File: src/rtl/spi_sclk_gen.sv
`default_nettype none
// ============================================================================
//  Module      : spi_sclk_gen
//  Description : SPI serial-clock and chip-select generator. Produces SCLK
//                with a programmable half-period, leading/trailing edge
//                strobes for a downstream shifter, and busy/done status.
//                Optional chip-select guard phases (SETUP before the first
//                SCLK edge, HOLD after the last) are enabled by defining
//                SPI_SCLK_GEN_CS_GUARD_EN.
//  Revision    : 1.0 - initial release
// ============================================================================
module spi_sclk_gen #(
  parameter int DIV_WIDTH = 8,
  parameter int BIT_WIDTH = 6
) (
  input  logic                 i_clk,
  input  logic                 i_reset,
  input  logic                 i_enable,
  input  logic                 i_start,
  input  logic [DIV_WIDTH-1:0] i_half_period,
  input  logic [BIT_WIDTH-1:0] i_num_bits,
  input  logic                 i_cpol,
  output logic                 o_sclk,
  output logic                 o_cs_n,
  output logic                 o_lead_edge,
  output logic                 o_sclk_enable,
  output logic                 o_busy,
  output logic                 o_done
);

`ifdef SPI_SCLK_GEN_CS_GUARD_EN
  localparam logic c_guard_en = 1'b1;
`else
  localparam logic c_guard_en = 1'b0;
`endif

  // One extra bit so that 2*B never wraps, even for the largest B.
  localparam int c_tgl_w = BIT_WIDTH + 1;
  localparam logic [c_tgl_w-1:0]   c_tgl_one = {{(c_tgl_w-1){1'b0}}, 1'b1};
  localparam logic [DIV_WIDTH-1:0] c_div_one = {{(DIV_WIDTH-1){1'b0}}, 1'b1};

  typedef enum logic [1:0] {
    ST_IDLE  = 2'd0,
    ST_SETUP = 2'd1,
    ST_RUN   = 2'd2,
    ST_HOLD  = 2'd3
  } state_t;

  state_t               state_q, state_d;
  logic [DIV_WIDTH-1:0] div_q, div_d;
  logic [c_tgl_w-1:0]   tgl_q, tgl_d;
  logic [DIV_WIDTH-1:0] half_q, half_d;
  logic [BIT_WIDTH-1:0] bits_q, bits_d;
  logic                 cpol_q, cpol_d;
  logic                 sclk_q, sclk_d;
  logic                 cs_n_q, cs_n_d;
  logic                 lead_q, lead_d;
  logic                 sen_q, sen_d;
  logic                 busy_q, busy_d;
  logic                 done_q, done_d;

  logic                 w_div_hit;
  logic [c_tgl_w-1:0]   w_tgl_next;
  logic [c_tgl_w-1:0]   w_tgl_last;

  assign w_div_hit  = (div_q == half_q);
  assign w_tgl_next = tgl_q + c_tgl_one;
  assign w_tgl_last = {bits_q, 1'b0};

  // Next-state, divider, toggle counter and registered-output computation.
  always_comb begin
    state_d = state_q;
    div_d   = div_q;
    tgl_d   = tgl_q;
    half_d  = half_q;
    bits_d  = bits_q;
    cpol_d  = cpol_q;
    sclk_d  = sclk_q;
    cs_n_d  = cs_n_q;
    busy_d  = busy_q;
    lead_d  = 1'b0;
    sen_d   = 1'b0;
    done_d  = 1'b0;

    if (!i_enable) begin
      // Abort: return to idle silently, no done pulse.
      state_d = ST_IDLE;
      div_d   = '0;
      tgl_d   = '0;
      sclk_d  = cpol_q;
      cs_n_d  = 1'b1;
      busy_d  = 1'b0;
    end else begin
      case (state_q)
        ST_IDLE: begin
          div_d = '0;
          tgl_d = '0;
          if (i_start && (i_num_bits != '0)) begin
            half_d  = i_half_period;
            bits_d  = i_num_bits;
            cpol_d  = i_cpol;
            sclk_d  = i_cpol;
            cs_n_d  = 1'b0;
            busy_d  = 1'b1;
            state_d = c_guard_en ? ST_SETUP : ST_RUN;
          end
        end

        ST_SETUP: begin
          if (w_div_hit) begin
            div_d   = '0;
            state_d = ST_RUN;
          end else begin
            div_d = div_q + c_div_one;
          end
        end

        ST_RUN: begin
          if (w_div_hit) begin
            div_d  = '0;
            tgl_d  = w_tgl_next;
            sclk_d = ~sclk_q;
            // Odd toggles leave the idle level (leading), even ones return.
            if (w_tgl_next[0]) lead_d = 1'b1;
            else               sen_d  = 1'b1;
            if (w_tgl_next == w_tgl_last) begin
              if (c_guard_en) begin
                state_d = ST_HOLD;
              end else begin
                state_d = ST_IDLE;
                cs_n_d  = 1'b1;
                busy_d  = 1'b0;
                done_d  = 1'b1;
              end
            end
          end else begin
            div_d = div_q + c_div_one;
          end
        end

        ST_HOLD: begin
          if (w_div_hit) begin
            div_d   = '0;
            state_d = ST_IDLE;
            cs_n_d  = 1'b1;
            busy_d  = 1'b0;
            done_d  = 1'b1;
          end else begin
            div_d = div_q + c_div_one;
          end
        end

        default: begin
          state_d = ST_IDLE;
          div_d   = '0;
          tgl_d   = '0;
          cs_n_d  = 1'b1;
          busy_d  = 1'b0;
        end
      endcase
    end
  end

  // State and output registers with asynchronous active-low reset.
  always_ff @(posedge i_clk or negedge i_reset) begin
    if (!i_reset) begin
      state_q <= ST_IDLE;
      div_q   <= '0;
      tgl_q   <= '0;
      half_q  <= '0;
      bits_q  <= '0;
      cpol_q  <= 1'b0;
      sclk_q  <= 1'b0;
      cs_n_q  <= 1'b1;
      lead_q  <= 1'b0;
      sen_q   <= 1'b0;
      busy_q  <= 1'b0;
      done_q  <= 1'b0;
    end else begin
      state_q <= state_d;
      div_q   <= div_d;
      tgl_q   <= tgl_d;
      half_q  <= half_d;
      bits_q  <= bits_d;
      cpol_q  <= cpol_d;
      sclk_q  <= sclk_d;
      cs_n_q  <= cs_n_d;
      lead_q  <= lead_d;
      sen_q   <= sen_d;
      busy_q  <= busy_d;
      done_q  <= done_d;
    end
  end

  // While idle (including during reset) SCLK follows the live CPOL input so
  // the idle level is correct immediately; during a transfer it is the
  // registered clock, which started from the CPOL latched at acceptance.
  assign o_sclk        = busy_q ? sclk_q : i_cpol;
  assign o_cs_n        = cs_n_q;
  assign o_lead_edge   = lead_q;
  assign o_sclk_enable = sen_q;
  assign o_busy        = busy_q;
  assign o_done        = done_q;

endmodule
`default_nettype wire

File: config.mk
export PLATFORM = sky130hd
export DESIGN_NAME = spi_sclk_gen
export DESIGN_NICKNAME = d
export VERILOG_FILES = /design/src/rtl/spi_sclk_gen.sv
export SDC_FILE = /design/constraint.sdc
export NUM_CORES = 1
export LEC_CHECK = 0
export ABC_AREA = 1
export CAP_MARGIN = 25
export CORE_MARGIN = 5
export CORE_UTILIZATION = 25
export CTS_BUF_LIST = sky130_fd_sc_hd__clkbuf_2
export DETAILED_ROUTE_END_ITERATION = 8
export GPL_TIMING_DRIVEN = 0
export SYNTH_ARGS = -nofsm -noshare
export SYNTH_HDL_FRONTEND = slang
export SYNTH_SLANG_ARGS = --single-unit
export TNS_END_PERCENT = 5
File: constraint.sdc
create_clock -name i_clk -period 1.77 [get_ports i_clk]
set_input_delay 0.4425 -clock i_clk [delete_from_list [all_inputs] [get_ports i_clk]]
set_output_delay 0.4425 -clock i_clk [all_outputs]
set_load 0.1 [all_outputs]
==> summary.txt, run 1 <==
Clocking
  – CTS Buffer Depth: 2
  – Hold-fix buffers, CTS: 0
  – Clock latency at the later pin of the worst-skew pair: 0.39 ns
  – Clk slew on worst S/H paths: 0.19 ns
  – Clock Sink Count: 37
  – Root buffer selected by CTS: clkbuf_2
  – CTS tree: done
  – Number of H-tree levels: 2
  – Clock buffer count from CTS: 5

STA
  – Measured slew at the worst slew-check pin: 0.838 ns
  – Clk_skew: 0.00602 ns
  – Setup_tns: 0 ns
  – Final Cycle Share: 95.0%
  – Final slew viol count: 0
  – Tmin final: 1.68 ns
  – Max frequency: 595 MHz
  – Relative max-transition margin: 44.1%
  – Final setup viols: 0
  – Final-report hold violation count: 0
  – RSZ-0062 raised after global routing: yes
  – Worst hold margin: 0.126 ns

Global route
  – Vias in the first global route: 1589
  – Global-route wire length before repair: 7330 um
  – Grt ovf: 0
  – Largest net degree at the start of global routing: 38
  – Antenna violations before repair: 0
  – GRT Resource Usage Total: 9.39%

Drt
  – Via count: 1575
  – Vias per cell: 4.21
  – Routed WL per cell: 10.9 um
  – # DRC: 0
  – DRT Pass-1 Iters: 4
  – Post-DRT Antenna Nets: 0
  – WL final: 4090 um
  – Initial drt markers: 65

Synthesis
  – Number of synthesized flops with an enable pin: 0
  – Mapped Nets: 260
  – Synth cell count leaders: nand2_1 (54), inv_1 (39), dfrtp_1 (36), nor2_1 (29), a21oi_1 (14)
  – Synth area leaders: dfrtp_1 (47%), nand2_1 (11%), inv_1 (7.6%)
  – Library cells used by synthesis: 31
  – Cell taking the most area after synthesis: dfrtp_1
  – Syn Inst Count: 239
  – Yosys warning count: 0
  – Flops & latches, synth: 37
  – Async set-reset flop share out of synthesis: 100%
  – Post-synthesis sequential area ratio: 48.3%
  – Synthesized area: 1920 um2
  – Syn avg cell area: 8.03 um2
  – Top-area cell type share of the netlist area: 46.9%
  – Most common cell in the netlist: nand2_1
  – Most used DFF post-synth: dfrtp_1

Critical path
  – Bufs and invs on worst path: 1
  – Kind of end point of the critical path: output pin
  – R2R Setup Slk: 0.12 ns
  – Ordered cell list for the critical path: buf_4
  – R2R Path End: o_busy
  – Arr. time, crit path: 1.24 ns
  – WS Path Type: reg -> out
  – Max Fanout on Critical Path: 2
  – Worst r2r path cells: 12
  – WP data required: 1.33 ns
  – CP max stage delay: 0.57 ns
  – Critical Path Source: o_cs_n
  – Worst setup SP type: flop
  – CP delay by family, top: flip-flops
  – Highest-delay cell along the critical path: dfstp_2
  – Reg2reg start: tgl_q[0]
  – Worst path depth: 1
  – Crit path capture: o_cs_n

Placed design
  – I/O Buffers: 24
  – Routability Congestion: 0.809
  – Final HPWL DP: 3050 um

Power and ir drop
  – Worst vdd ir: 567 uV
  – Sequential share of power: 53.7%
  – Gate power share: 25.9%
  – Switching pwr: 0.671 mW
  – Cell-internal power: 1.24 mW
  – Clk pwr share: 20.3%
  – Power Dens Cells: 812 nW/um2
  – Sw frac: 35.1%
  – Power Total: 1.91 mW
  – P_leak: 1.12 nW

Min path
  – Worst min path class: in -> async

Final layout
  – Number of diodes: 0
  – Nets@finish: 292
  – Ratio of cells with drive above 1 in the final layout: 16.2%
  – Post-layout util: 30.9%
  – P&R area growth vs syn: 22.6%
  – Fillcell total: 830

Floorplan
  – Rows: 32
  – Core Box Area: 7610 um2
  – Die ar.: 9530 um2
  – Initial Util: 25.2%
  – I/O pin cnt: 25
  – Die Wd: 97.6 um
  – Die Y: 97.6 um

Job
  – Max-cap violations: 0

Run status
  – Outcome: completed
==> worst min-delay path by stage <==
stage,cells past startpoint,endpoint
floorplan,0,bits_q[0]
global placement,2,o_cs_n
detailed placement,2,o_cs_n
CTS,1,half_q[2]
global route,1,div_q[4]
finish,1,tgl_q[5]
==> layout by cell type, fill, tap and decap left out, types with 3 or more instances in the layout <==
cell type         n
a21oi_1          14
buf_2             5
buf_4             3
clkbuf_2          6
clkdlybuf4s50_1  16
dfrtp_1          34
inv_1            38
nand2_1          53
nand2_2           9
nand3_1           9
nand4_1           7
nor2_1           28
nor3_1            4
nor3b_1           3
o21ai_0           6
o22ai_1           5
xor2_1            3
==> power groups by stage <==
stage / Clock, mW / Combinational, mW / Sequential, mW
finish: 0.388 / 0.495 / 1.03
global route: 0.443 / 0.556 / 1.04
CTS: 0.412 / 0.499 / 1.03
detailed placement: 0 / 0.490 / 1.04
global placement: 0 / 0.486 / 1.04
floorplan: 0 / 0.278 / 1.10
==> state kept, by name, indices dropped and copies added (netlist names) <==
signal and flops:
div_q 8, bits_q 6, o_lead_edge 1, o_busy 1, tgl_q 7, o_sclk_enable 1
state_q 1, sclk_q 1, half_q 8, cpol_q 1, o_done 1, o_cs_n 1
==> layout make-up <==
cell class / count / area (um2) / share of cell area (%)
clock inverters: 2 / 10.0 / 0.425
multi-input cells: 159 / 847 / 36.0
clock buffers: 6 / 30.0 / 1.28
plain buffers: 4 / 27.5 / 1.17
well taps: 102 / 128 / 5.42
repair buffers: 25 / 235 / 9.99
flip-flops and latches: 37 / 930 / 39.5
inverters: 39 / 146 / 6.22
==> timing repair <==
| item | CTS | global route |
|---|---|---|
| resized for setup | 33 | 10 |
| endpoints found under the setup margin | 6 | 8 |
| pin swaps | 0 | 3 |
| setup buffers | 0 | 1 |
==> worst reg2reg max path: stages (launching register included) <==
cell and delay [ns]:
dfrtp_2 0.50, ha_4 0.24, xor2_1 0.15, nor2_1 0.12, nand2_1 0.07, inv_1 0.05
nand2_1 0.04, nor2_1 0.08, nand2_1 0.08, nand2_2 0.07, nand2_2 0.07, nand2_1 0.06
nand2_1 0.04
==> logic make-up after synthesis <==
logic type | count (synthesis) | synth area share (%)
flops | 37 | 48.3
fa+ha+maj | 2 | 1.30
xor+xnor | 3 | 1.37
compound gates | 30 | 9.52
mux | 2 | 1.37
buf+inv | 43 | 9.06
simple gates | 122 | 29.1
==> per-stage QoR <==
step                      instances  area [um2]  setup WS (ns)
final                           374        2350         0.0887
after global routing            374        2350        -0.0308
after CTS                       373        2330        -0.0131
after detailed placement        365        2290         -0.925
after global placement          365        2300         -0.938
after floorplan                 239        1930         0.0741
==> layer usage <==
| layer | vias to the layer above | global-route usage (%) | part of all wire [%] |
|---|---|---|---|
| li1 | 827 | - | - |
| met1 | 725 | 11.1 | 47 |
| met2 | 17 | 16.5 | 49 |
| met3 | 6 | 2.37 | 2.4 |
| met4 | 0 | 3.19 | 1.7 |
| met5 | - | 0 | 0 |
(Power assumes the default switching activity.)
==> run 2, diff against run 1 <==
Settings changed: ABC_CLOCK_PERIOD_IN_PS from default to 1770.
==> results of run 2 <==
Same layout as run 1: the final DEF is identical, and so are final timing and power.
==> RTL edit 1, RTL diff (settings of run 2) <==
`c_guard_en`: 1'b0 -> 1'b1.
--- a/src/rtl/spi_sclk_gen.sv
+++ b/src/rtl/spi_sclk_gen.sv
@@ -31,7 +31,7 @@
 `ifdef SPI_SCLK_GEN_CS_GUARD_EN
   localparam logic c_guard_en = 1'b1;
 `else
-  localparam logic c_guard_en = 1'b0;
+  localparam logic c_guard_en = 1'b1;
 `endif
 
   // One extra bit so that 2*B never wraps, even for the largest B.
Behaviour: not the same (Yosys sat finds a counterexample within 4 cycles, from zero or initial values and one cycle with i_reset low).
==> RTL edit 1 against run 2 <==
Synthesized cell count up 9.6%. Worst setup slack worse by 27 ps. Design area up 8.7%. Sequential cell count up 1. Critical path type unchanged. Critical path depth unchanged. Critical endpoint is now o_sclk_enable. Synthesized area up 9.5%. Hold slack better by 2.9 ps. Global-route usage up 0.24 points. Non-clock buffer count down 1. Routed wire length up 12%.
Power is not compared: it rests on default switching activity, and its combinational part moved more than twofold at a synthesized area within 25%.
==> RTL edit 1: results (changes against run 2) <==
{| class="wikitable"
! Metric !! Value
|-
| Clock transition time at the flip-flop clock pins of the worst setup and hold paths || 210 ps (was 190 ps)
|-
| Number of distinct library cells after synthesis || 26 (was 31)
|-
| Mean post-synth cell area || 8.018 sq um (was 8.031 sq um)
|-
| Highest net fanout along the worst path || 1 (was 2)
|-
| Xor and xnor fraction of the mapped netlist area || 0.03335 (was 0.01369)
|-
| Final standard cell count with taps included and fillers excluded || 398 (was 374)
|-
| GRT Overall Usage || 0.09634 (was 0.09392)
|-
| 1st-iter DRT viols || 73 (was 65)
|-
| Logic depth of the worst register-to-register path || 7 (was 12)
|-
| Run status || complete, no violations (unchanged)
|-
| Post-Route Skew || 18.23 ps (was 6.015 ps)
|-
| Wire length of the first global-routing pass || 7.866 mm (was 7.334 mm)
|-
| Net count of the mapped netlist || 287 (was 260)
|-
| Vias in the first global route || 1736 (was 1589)
|-
| Power, Total || 3.145 mW
|-
| Fill cell instance count of the final layout || 863 (was 830)
|-
| Max-slew headroom || 0.4185 (was 0.4412)
|-
| Share of layout cells above drive strength 1 || 0.1980 (was 0.1618)
|-
| Pin count of the biggest net entering global routing || 39 (was 38)
|-
| # placed instances || 391 (was 365)
|-
| Critical path endpoint || o_sclk_enable (was o_cs_n)
|-
| Fraction of the mapped netlist area in adder cells || 0.03574 (was 0.01304)
|-
| Post-detailed-route via-to-cell ratio || 4.362 (was 4.211)
|-
| Post-route worst hold slack || 129.1 ps (was 126.2 ps)
|-
| Detailed placer's ending HPWL || 3.449 mm (was 3.053 mm)
|-
| CP peak stage delay || 530 ps (was 570 ps)
|-
| Crit path arrival time || 1270 ps (was 1240 ps)
|-
| Commonest cells post-synth || nand2_1 (64), dfrtp_1 (37), inv_1 (36), nor2_1 (28), nand3_1 (18) (was nand2_1 (54), inv_1 (39), dfrtp_1 (36), nor2_1 (29), a21oi_1 (14))
|-
| Slowest CP cell || clkdlybuf4s18_2 (was dfstp_2)
|-
| Final WL || 4.590 mm (was 4.092 mm)
|-
| Ratio of final minimum period to clock period || 0.9653 (was 0.9499)
|-
| Top area cells in the synthesized netlist || dfrtp_1 (44%), nand2_1 (11%), inv_1 (6.4%) (was dfrtp_1 (47%), nand2_1 (11%), inv_1 (7.6%))
|-
| Critical path origin || o_sclk_enable$_DFF_PN0_ (was o_cs_n$_DFFE_PN1P_)
|}
## RTL edit 1: cell type report
| type | count | area (sq um) | area share |
|---|---|---|---|
| Clock inverter | 1 | 3.754 | 0.001467 |
| Timing Repair Buffer | 24 | 237.7 | 0.09291 |
| Buffer | 4 | 35.03 | 0.01369 |
| Tap cell | 105 | 131.4 | 0.05134 |
| Multi-Input combinational cell | 181 | 1017 | 0.3976 |
| Sequential cell | 38 | 955.9 | 0.3736 |
| Inverter | 38 | 142.6 | 0.05575 |
| Clock buffer | 7 | 35.03 | 0.01369 |
## RTL edit 1: timing repair
action	CTS	global route
pin swaps	0	4
hold endpoints to repair	0	0
endpoints found under the setup margin	11	19
resized for setup	34	17
## RTL edit 1: metal layers
layer / vias up / global-route usage / routed length, um / share of wire
li1: 885 / - / - / -
met5: - / 0 / 0 / 0
met2: 29 / 0.1705 / 2311 / 0.50
met1: 815 / 0.1132 / 2043 / 0.45
met3: 7 / 0.02204 / 166 / 0.036
met4: 0 / 0.03579 / 69 / 0.015
==> RTL edit 2, RTL diff (settings of run 2) <==
Made on the original files. Re-encode `state_t` (4 states) as one-hot, 4 bits wide.
--- a/src/rtl/spi_sclk_gen.sv
+++ b/src/rtl/spi_sclk_gen.sv
@@ -39,11 +39,11 @@
   localparam logic [c_tgl_w-1:0]   c_tgl_one = {{(c_tgl_w-1){1'b0}}, 1'b1};
   localparam logic [DIV_WIDTH-1:0] c_div_one = {{(DIV_WIDTH-1){1'b0}}, 1'b1};
 
-  typedef enum logic [1:0] {
-    ST_IDLE  = 2'd0,
-    ST_SETUP = 2'd1,
-    ST_RUN   = 2'd2,
-    ST_HOLD  = 2'd3
+  typedef enum logic [3:0] {
+    ST_IDLE  = 4'b0001,
+    ST_SETUP = 4'b0010,
+    ST_RUN   = 4'b0100,
+    ST_HOLD  = 4'b1000
   } state_t;
 
   state_t               state_q, state_d;
Check against the original RTL: same outputs for any inputs over 10 cycles, from zero or initial values and one cycle with i_reset low; not proved beyond that.
==> RTL edit 2 against run 2 <==
Total power shrank 3.7%. Synthesized area is 4.8% lower. Sequential cell count down 1. Cell count shrank 1.9%. Design area down 3.6%. Routed wire length rose by 0.51%. Largest cell class unchanged. Non-clock buffer count shrank 2. Critical path type unchanged. Clock skew up 13 ps. Worst setup slack lost 37 ps. Register-to-register slack is essentially flat. Global-route usage grew 0.95 points.
==> RTL edit 2: results (changes against run 2) <==
{| class="wikitable"
! Metric !! Value
|-
| Clock-cell share of area || 0.02867 (was 0.01701)
|-
| Top area cells in the synthesized netlist || dfrtp_1 (48%), nand2_1 (16%), inv_1 (5.5%) (was dfrtp_1 (47%), nand2_1 (11%), inv_1 (7.6%))
|-
| Mux cell area share after synthesis || 0 (was 0.01369)
|-
| Fill cell instance count of the final layout || 778 (was 830)
|-
| Wire length of the first global-routing pass || 7.245 mm (was 7.334 mm)
|-
| Cell class contributing the biggest share of worst-path delay || buffers and inverters (was flip-flops)
|-
| Fraction of the mapped netlist area in adder cells || 0.01370 (was 0.01304)
|-
| Number of instances resized during post-cts repair || 28 (was 33)
|-
| Register area share after synthesis || 0.4938 (was 0.4831)
|-
| Vias post-DR || 1546 (was 1575)
|-
| Synth Area in Compound Gates || 0.07466 (was 0.09518)
|-
| Slowest CP cell || clkdlybuf4s18_2 (was dfstp_2)
|-
| Pin count of the biggest net entering global routing || 37 (was 38)
|-
| Highest net fanout along the worst path || 1 (was 2)
|-
| Detailed placer's ending HPWL || 3.039 mm (was 3.053 mm)
|-
| Post-route worst hold slack || 119.2 ps (was 126.2 ps)
|-
| Repair and plain buffers || 27 (was 29)
|-
| Layout inverter count without the clock tree || 29 (was 39)
|-
| Static power due to leakage || 1.098 nW (was 1.121 nW)
|-
| Multi-input gate count || 168 (was 159)
|-
| Post-Route Skew || 19.09 ps (was 6.015 ps)
|-
| Minimum setup slack after placement || -945.0 ps (was -925.2 ps)
|-
| Area of all sequential standard cells || 904.6 sq um (was 929.6 sq um)
|-
| RePlAce Congestion || 0.8591 (was 0.8089)
|-
| Peak supply drop || 282.3 uV (was 567.2 uV)
|-
| Final standard cell count with taps included and fillers excluded || 367 (was 374)
|-
| Commonest cells post-synth || nand2_1 (80), dfrtp_1 (35), inv_1 (27), nor2_1 (23), o21ai_0 (12) (was nand2_1 (54), inv_1 (39), dfrtp_1 (36), nor2_1 (29), a21oi_1 (14))
|-
| Met2 Routed Length || 1.851 mm (was 2.003 mm)
|-
| Run status || complete, no violations (unchanged)
|-
| Share of layout cells above drive strength 1 || 0.1343 (was 0.1618)
|}
[RTL edit 2: cell count changes in the layout (fill, tap and decap cells not counted), sizes merged, moves of 2 or more]
cell / before / now
o21ai: 8 / 14
and3: 0 / 2
mux2: 2 / 0
nand2: 63 / 83
a21oi: 14 / 6
and2: 0 / 2
nor3b: 3 / 0
nand3: 11 / 13
xnor2: 0 / 7
clkbuf: 8 / 6
nor2: 30 / 26
inv: 39 / 29
nand4: 7 / 2
xor2: 3 / 1
[RTL edit 2: where the power goes]
group	switching (mW)	total (mW)	internal (mW)
clock	0.281	0.525	0.243
combinational	0.205	0.352	0.147
sequential	0.0587	0.963	0.905
total	0.546	1.84	1.29
[RTL edit 2: metrics by stage]
stage	area (sq um)	total power [mW]	setup TNS, ps
2_1_floorplan	1839	1.203	-895.8
3_3_place_gp	2203	1.323	-27360
3_5_place_dp	2198	1.330	-7103
4_1_cts	2258	1.861	-111.3
5_1_grt	2270	1.961	-145.1
6_report	2270	1.840	0
[RTL edit 2: kinds of logic after synthesis]
family	count (synthesis)
simple gates	133
flops	36
buf+inv	32
compound gates	25
xor+xnor	8
fa+ha+maj	2
[RTL edit 2: metal layers]
metal / GRT usage / vias up
li1: - / 797
met1: 0.1337 / 710
met3: 0.03315 / 4
met2: 0.1627 / 35
met4: 0.03555 / 0
met5: 0 / -
[RTL edit 2: path summary, 6_finish.rpt]
kind                                    endpoint  cells after the start
setup / recovery                   o_sclk_enable                      1
hold / removal             bits_q[4]$_DFFE_PN0P_                      1
setup reg to reg                o_done$_DFF_PN0_                     10
hold reg to reg            half_q[6]$_DFFE_PN0P_                      2
max in group asynchronous   tgl_q[0]$_DFFE_PN0P_                      1
min in group i_clk            cpol_q$_DFFE_PN0P_                      3
